**src/rtl/wb_result_stage_if.sv**
```systemverilog
// wb_result_stage_if: bundles the MEM->WB pipeline inputs and the writeback outputs.
//   master: pipeline side; drives StallW/FlushW and the M-stage fields, observes W outputs.
//   slave : writeback stage; consumes M-stage fields, drives ResultW/RdW/RegWriteW/ValidW/RetireCount.
// Parameters must match those of the wb_result_stage instance the interface is bound to.
interface wb_result_stage_if #(
  parameter int unsigned WIDTH = 32,
  parameter int unsigned NSRC  = 4,
  parameter int unsigned CNTW  = 32
);
  localparam int unsigned SELW = (NSRC > 1) ? $clog2(NSRC) : 1;

  // hazard-unit controls
  logic                    StallW;
  logic                    FlushW;
  // M-stage payload
  logic                    ValidM;
  logic                    RegWriteM;
  logic [4:0]              RdM;
  logic [SELW-1:0]         ResultSrcM;
  logic [2:0]              Funct3M;
  logic [NSRC*WIDTH-1:0]   SrcM;
  // writeback outputs
  logic [WIDTH-1:0]        ResultW;
  logic [4:0]              RdW;
  logic                    RegWriteW;
  logic                    ValidW;
  logic [CNTW-1:0]         RetireCount;

  modport master (
    output StallW, FlushW, ValidM, RegWriteM, RdM, ResultSrcM, Funct3M, SrcM,
    input  ResultW, RdW, RegWriteW, ValidW, RetireCount
  );

  modport slave (
    input  StallW, FlushW, ValidM, RegWriteM, RdM, ResultSrcM, Funct3M, SrcM,
    output ResultW, RdW, RegWriteW, ValidW, RetireCount
  );
endinterface

```
**src/rtl/wb_result_stage.sv**
```systemverilog
// wb_result_stage: RV32I writeback stage. MEM/WB pipeline register followed by an
// NSRC-way result select; slot 0 = ALU result (also supplies the load byte offset),
// slot 1 = load data, slots 2..NSRC-1 free. Counts every valid instruction entering W.
// Ports:
//   clk   - clock, rising edge
//   reset - asynchronous, active-high, clears all state
//   bus   - wb_result_stage_if.slave (StallW/FlushW, M-stage fields in, W outputs out)
// Optional feature macro: WB_LOAD_EXT_EN
//   defined   - slot 1 gets lb/lh/lw/lbu/lhu extraction and sign/zero extension
//   undefined - slot 1 passes unmodified; Funct3M is ignored and not registered
module wb_result_stage #(
  parameter int unsigned WIDTH = 32,
  parameter int unsigned NSRC  = 4,
  parameter int unsigned CNTW  = 32
) (
  input logic              clk,
  input logic              reset,
  wb_result_stage_if.slave bus
);
  localparam int unsigned SELW = (NSRC > 1) ? $clog2(NSRC) : 1;
  localparam int unsigned SRCW = NSRC * WIDTH;

  logic              valid_q;
  logic              regwrite_q;
  logic [4:0]        rd_q;
  logic [SELW-1:0]   sel_q;
  logic [SRCW-1:0]   src_q;
  logic [CNTW-1:0]   count_q;
  logic [WIDTH-1:0]  ld_data;
  logic [WIDTH-1:0]  result;
  logic              load_en;

  assign load_en = !bus.FlushW && !bus.StallW;

  // Control fields: flush clears them so a bubble never writes back.
  always_ff @(posedge clk or posedge reset) begin
    if (reset) begin
      valid_q    <= 1'b0;
      regwrite_q <= 1'b0;
      rd_q       <= 5'd0;
    end else if (bus.FlushW) begin
      valid_q    <= 1'b0;
      regwrite_q <= 1'b0;
      rd_q       <= 5'd0;
    end else if (!bus.StallW) begin
      valid_q    <= bus.ValidM;
      regwrite_q <= bus.RegWriteM;
      rd_q       <= bus.RdM;
    end
  end

  // Data fields: left untouched by a flush since a bubble's result is never consumed.
  always_ff @(posedge clk or posedge reset) begin
    if (reset) begin
      sel_q <= '0;
      src_q <= '0;
    end else if (load_en) begin
      sel_q <= bus.ResultSrcM;
      src_q <= bus.SrcM;
    end
  end

  // Retire counter: counted once on entry, so a held stall is not recounted.
  always_ff @(posedge clk or posedge reset) begin
    if (reset) begin
      count_q <= '0;
    end else if (load_en && bus.ValidM) begin
      count_q <= count_q + CNTW'(1);
    end
  end

`ifdef WB_LOAD_EXT_EN
  logic [2:0]  funct3_q;
  logic [31:0] ld_word;
  logic [15:0] ld_half;
  logic [7:0]  ld_byte;

  always_ff @(posedge clk or posedge reset) begin
    if (reset) begin
      funct3_q <= 3'b000;
    end else if (load_en) begin
      funct3_q <= bus.Funct3M;
    end
  end

  // Byte offset comes from the ALU address in slot 0; halfword ignores off[0].
  always_comb begin
    ld_word = src_q[WIDTH +: 32];
    ld_half = ld_word[15:0];
    ld_byte = ld_word[7:0];
    ld_data = WIDTH'(ld_word);
    if (src_q[1]) ld_half = ld_word[31:16];
    case (src_q[1:0])
      2'd1:    ld_byte = ld_word[15:8];
      2'd2:    ld_byte = ld_word[23:16];
      2'd3:    ld_byte = ld_word[31:24];
      default: ld_byte = ld_word[7:0];
    endcase
    case (funct3_q)
      3'b000:  ld_data = WIDTH'($signed(ld_byte));
      3'b001:  ld_data = WIDTH'($signed(ld_half));
      3'b100:  ld_data = WIDTH'(ld_byte);
      3'b101:  ld_data = WIDTH'(ld_half);
      default: ld_data = WIDTH'(ld_word);
    endcase
  end
`else
  logic unused_funct3;

  assign unused_funct3 = ^bus.Funct3M;
  assign ld_data       = src_q[WIDTH +: WIDTH];
`endif

  // Result select; an index with no matching slot (NSRC not a power of two) yields 0.
  always_comb begin
    result = '0;
    for (int unsigned k = 0; k < NSRC; k++) begin
      if (32'(sel_q) == k) begin
        result = (k == 1) ? ld_data : src_q[k*WIDTH +: WIDTH];
      end
    end
  end

  assign bus.ResultW     = result;
  assign bus.RdW         = rd_q;
  assign bus.ValidW      = valid_q;
  assign bus.RegWriteW   = regwrite_q && valid_q && (rd_q != 5'd0);
  assign bus.RetireCount = count_q;
endmodule
```
**src/flat_wrapper.sv**
```systemverilog
// flat-port wrapper written by rule: the top's interface ports become plain ports
module wb_result_stage_flat 
#(
  parameter int unsigned WIDTH = 32,
  parameter int unsigned NSRC  = 4,
  parameter int unsigned CNTW  = 32
)
  (clk, reset, bus_StallW, bus_FlushW, bus_ValidM, bus_RegWriteM, bus_RdM, bus_ResultSrcM, bus_Funct3M, bus_SrcM, bus_ResultW, bus_RdW, bus_RegWriteW, bus_ValidW, bus_RetireCount);
  wb_result_stage_if #(.WIDTH(WIDTH), .NSRC(NSRC), .CNTW(CNTW)) bus_i ();
  input logic clk;
  input logic reset;
  input wire logic [$bits(bus_i.StallW)-1:0] bus_StallW;
  input wire logic [$bits(bus_i.FlushW)-1:0] bus_FlushW;
  input wire logic [$bits(bus_i.ValidM)-1:0] bus_ValidM;
  input wire logic [$bits(bus_i.RegWriteM)-1:0] bus_RegWriteM;
  input wire logic [$bits(bus_i.RdM)-1:0] bus_RdM;
  input wire logic [$bits(bus_i.ResultSrcM)-1:0] bus_ResultSrcM;
  input wire logic [$bits(bus_i.Funct3M)-1:0] bus_Funct3M;
  input wire logic [$bits(bus_i.SrcM)-1:0] bus_SrcM;
  output wire logic [$bits(bus_i.ResultW)-1:0] bus_ResultW;
  output wire logic [$bits(bus_i.RdW)-1:0] bus_RdW;
  output wire logic [$bits(bus_i.RegWriteW)-1:0] bus_RegWriteW;
  output wire logic [$bits(bus_i.ValidW)-1:0] bus_ValidW;
  output wire logic [$bits(bus_i.RetireCount)-1:0] bus_RetireCount;
  assign bus_i.StallW = bus_StallW;
  assign bus_i.FlushW = bus_FlushW;
  assign bus_i.ValidM = bus_ValidM;
  assign bus_i.RegWriteM = bus_RegWriteM;
  assign bus_i.RdM = bus_RdM;
  assign bus_i.ResultSrcM = bus_ResultSrcM;
  assign bus_i.Funct3M = bus_Funct3M;
  assign bus_i.SrcM = bus_SrcM;
  assign bus_ResultW = bus_i.ResultW;
  assign bus_RdW = bus_i.RdW;
  assign bus_RegWriteW = bus_i.RegWriteW;
  assign bus_ValidW = bus_i.ValidW;
  assign bus_RetireCount = bus_i.RetireCount;
  wb_result_stage #(.WIDTH(WIDTH), .NSRC(NSRC), .CNTW(CNTW)) u_core (.clk(clk), .reset(reset), .bus(bus_i));
endmodule
```
**config.mk**
```make
export PLATFORM = sky130hd
export DESIGN_NAME = wb_result_stage_flat
export DESIGN_NICKNAME = d
export VERILOG_FILES = /design/src/rtl/wb_result_stage_if.sv /design/src/rtl/wb_result_stage.sv /design/src/flat_wrapper.sv
export SDC_FILE = /design/constraint.sdc
export NUM_CORES = 1
export LEC_CHECK = 0
export CAP_MARGIN = 20
export CORE_MARGIN = 5
export CORE_UTILIZATION = 25
export CTS_CLUSTER_SIZE = 40
export DETAILED_ROUTE_END_ITERATION = 6
export PLACE_DENSITY = 0.6
export SLEW_MARGIN = 20
export SYNTH_ARGS = -nofsm -noshare
export SYNTH_HDL_FRONTEND = slang
export SYNTH_SLANG_ARGS = --single-unit
```
**constraint.sdc**
```tcl
create_clock -name clk -period 7.6 [get_ports clk]
set_input_delay 1.52 -clock clk [delete_from_list [all_inputs] [get_ports clk]]
set_output_delay 1.52 -clock clk [all_outputs]
set_load 0.005 [all_outputs]
```
==> out/metrics.yaml <==
timing:
  slew_viol_final: 0
  finalSetupViolations: 0
  tns_ns: 0
  finalCriticalPeriod_ns: 4.08
  max_clock_freq_mhz: 245
  hold_violations: 0
  clock-skew-final_ns: 0.0116
  timing.final.crit_share: 0.537
  setup_repair_after_global_routing_missed_its_margin: "false"
  timing.slew.headroom: 0.413
  worst_slew_pin_slew_ns: 0.881
clock_network:
  cts-htree-levels: 4
  clock-sinks: 169
  cts_tree: "yes"
  tritoncts.num_buffers: 17
  cts_hold_buffers: 0
  cts_setup_buffers: 0
  cts-resized-gates: 0
  clock_buffer_depth: 2
  clkSlewWorstSetupHoldPaths_ns: 0.07
  clock-root-buffer: "clkbuf_16"
  clock_insertion_delay_worst_skew_ns: 0.42
synth:
  synth-async-reset-ratio: 1.00
  syn-cell-area_um2: 7360
  post_synth_main_area_contributors: "dfrtp_1 (57%), mux2_2 (20%), mux4_2 (9.8%), xnor2_1 (3.1%), buf_2 (1.6%)"
  synth_fp_nets: 615
  yosys_most_used_dff: "dfrtp_1"
  synth.yosys.seq_area_share: 0.574
  ys_seq_elements: 169
  ys.warnings.count: 0
  yosys_top_cell_area_share: 0.574
  yosysTopAreaCell: "dfrtp_1"
  synth.distinct_cells: 27
  post-synth-top-count-cell: "dfrtp_1"
  synth.top_cells.by_count: "dfrtp_1 (169), mux2_2 (131), mux4_2 (32)"
  synthesis.area_per_instance_um2: 15.7
  synth_edf_count: 0
  synthesis.instances: 470
route:
  routed_wirelength_um: 18000
  drt-initial-drc-count: 178
  vias: 4624
  drtPass1Iterations: 7
  route.detailed.vias_per_inst: 4.29
  drcViolationCount: 0
  wirelength_per_cell_um: 16.7
  routed-wl-met3_um: 1490
  postRouteAntennaNets: 0
  dr_wl_met2_um: 8600
  drt-met1-wl_um: 7770
  top_layer_used: "met5"
hold_path:
  hold_class: "flip-flop to flip-flop"
  hold-path-cell-count: 1
worst_setup_path:
  kind_of_critical_path: "flip-flop to output port"
  critical_path_cell_count: 3
  timing.critical_path.buf_inv: 2
  r2r_cells: 4
  r2r_setup_slack_ns: 5.86
  timing.critical_path.required_ns: 6.08
  start_kind: "flip-flop"
  worst-endpoint-arrival_ns: 2.56
  crit_path_cell_trace: "buf_4 > mux4_2 > clkdlybuf4s50_1"
  cp_top_family: "buffers and inverters"
  worstSetupEndpointType: "output port"
  max_stage_delay_ns: 0.58
  critical_path_peak_fanout: 27
  critical-path-slowest-cell: "mux4_2"
cells_and_area:
  final_core_utilization: 0.362
  n_fill_cell: 2813
  num_antenna_cells: 0
  nNetsFinal: 825
  area_delta_synth_final_pct: 41.8
  drive_gt1_frac: 0.304
global_routing:
  global_route.usage.total: 0.110
  antenna_found_initial: 1
  grt_remaining_overflow: 0
  grt_first_pass_wirelength_um: 29100
  grt_max_degree: 87
  grt_pass1_vias: 5191
placed_design:
  hpwl_um: 12600
  io_buffer_count: 211
  routabilityCongestion: 0.699
pwr:
  power.static_leakage_nw: 4.14
  power.total_mw: 2.44
  power.density_cell_area_nw_per_um2: 234
  vdd_drop_max_v: 0.000107
floorplan:
  start_util: 0.255
  die_area_um2: 33000
  die_x_um: 182
  core_region_area_um2: 28900
  rows: 62
  ios: 215
  die_height_um: 182
status:
  outcome: "finished clean"
job:
  timing.max_cap.violations: 0
[worst reg2reg max path: cells and delay by family, from the launching register on]
kind / cells / cell delay, ns
xor gates and xnor gates: 1 / 0.15
DFF: 1 / 0.45
and+or+nand+nor: 3 / 1.03
[kinds of logic after synthesis]
family / after synthesis / share of synthesized area
flip-flops: 169 / 0.574
multiplexers: 170 / 0.308
adder cells (fa/ha/maj): 1 / 0.00170
AND/OR/NAND/NOR: 70 / 0.0576
XOR/XNOR: 31 / 0.0369
buffers and inverters: 28 / 0.0202
AO/OA/AOI/OAI: 1 / 0.00136
[layout make-up]
type	instances	area, um2	share of cell area
Timing Repair Buffer	217	2160	0.207
Clock inverter	14	129	0.0123
Clock buffer	18	439	0.0421
Multi-Input combinational cell	273	2990	0.287
Inverter	2	12.5	0.00120
Tap cell	384	480	0.0460
Sequential cell	169	4230	0.405
[cells in the final DEF, fill, tap and decap left out, drive strengths merged]
| cell | n |
|---|---|
| clkbuf | 18 |
| nor2 | 15 |
| nand3 | 17 |
| clkdlybuf4s50 | 211 |
| inv | 10 |
| clkinvlp | 3 |
| xnor2 | 26 |
| xor2 | 5 |
| nand4bb | 1 |
| buf | 6 |
| and3 | 4 |
| nor3 | 3 |
| nand4 | 14 |
| and4bb | 1 |
| ha | 1 |
| nor4 | 1 |
| mux2i | 7 |
| dfrtp | 169 |
| and2 | 2 |
| clkinv | 3 |
| or3 | 1 |
| mux2 | 131 |
| and4 | 3 |
| o311a | 1 |
| nor4bb | 1 |
| mux4 | 32 |
| nand2 | 7 |
[path summary, 6_finish.rpt]
| path | from | to |
|---|---|---|
| setup / recovery | u_core.sel_q[1] | bus_ResultW[22] |
| hold / removal | u_core.bus.RetireCount[31] | u_core.bus.RetireCount[31] |
| setup reg to reg | u_core.bus.RetireCount[4] | u_core.bus.RetireCount[30] |
| hold reg to reg | u_core.bus.RetireCount[31] | u_core.bus.RetireCount[31] |
| max in group asynchronous | reset | u_core.src_q[118] |
| min in group asynchronous | reset | u_core.bus.RetireCount[20] |
[per-stage QoR]
stage	hold slack (ns)	cell area, um2	setup slack (ns)	std cells
CTS	0.479	10400	3.43	1077
global route	0.509	10400	3.35	1077
finish	0.473	10400	3.52	1077
floorplan	0.468	7360	1.50	470
detailed placement	0.470	9870	3.41	1045
global placement	0.467	9870	3.40	1045
[state kept, by name (all words and copies together) (netlist names)]
name / flops
u_core.sel_q: 2
u_core.bus.RdW: 5
u_core.regwrite_q: 1
u_core.bus.ValidW: 1
u_core.bus.RetireCount: 32
u_core.src_q: 128
[metal layers]
layer / vias to the layer above / track usage
met5: - / 0
met4: 2 / 0.0243
met3: 10 / 0.0470
met2: 121 / 0.174
met1: 2347 / 0.141
li1: 2144 / -
[power by group]
group	leakage [nW]	total, mW	internal, mW	switching, mW
Clock	0.272	0.846	0.442	0.403
Combinational	1.81	0.505	0.346	0.158
Sequential	2.06	1.09	1.02	0.0765
Total	4.14	2.44	1.80	0.638
Power figures use the tool's default switching activity.
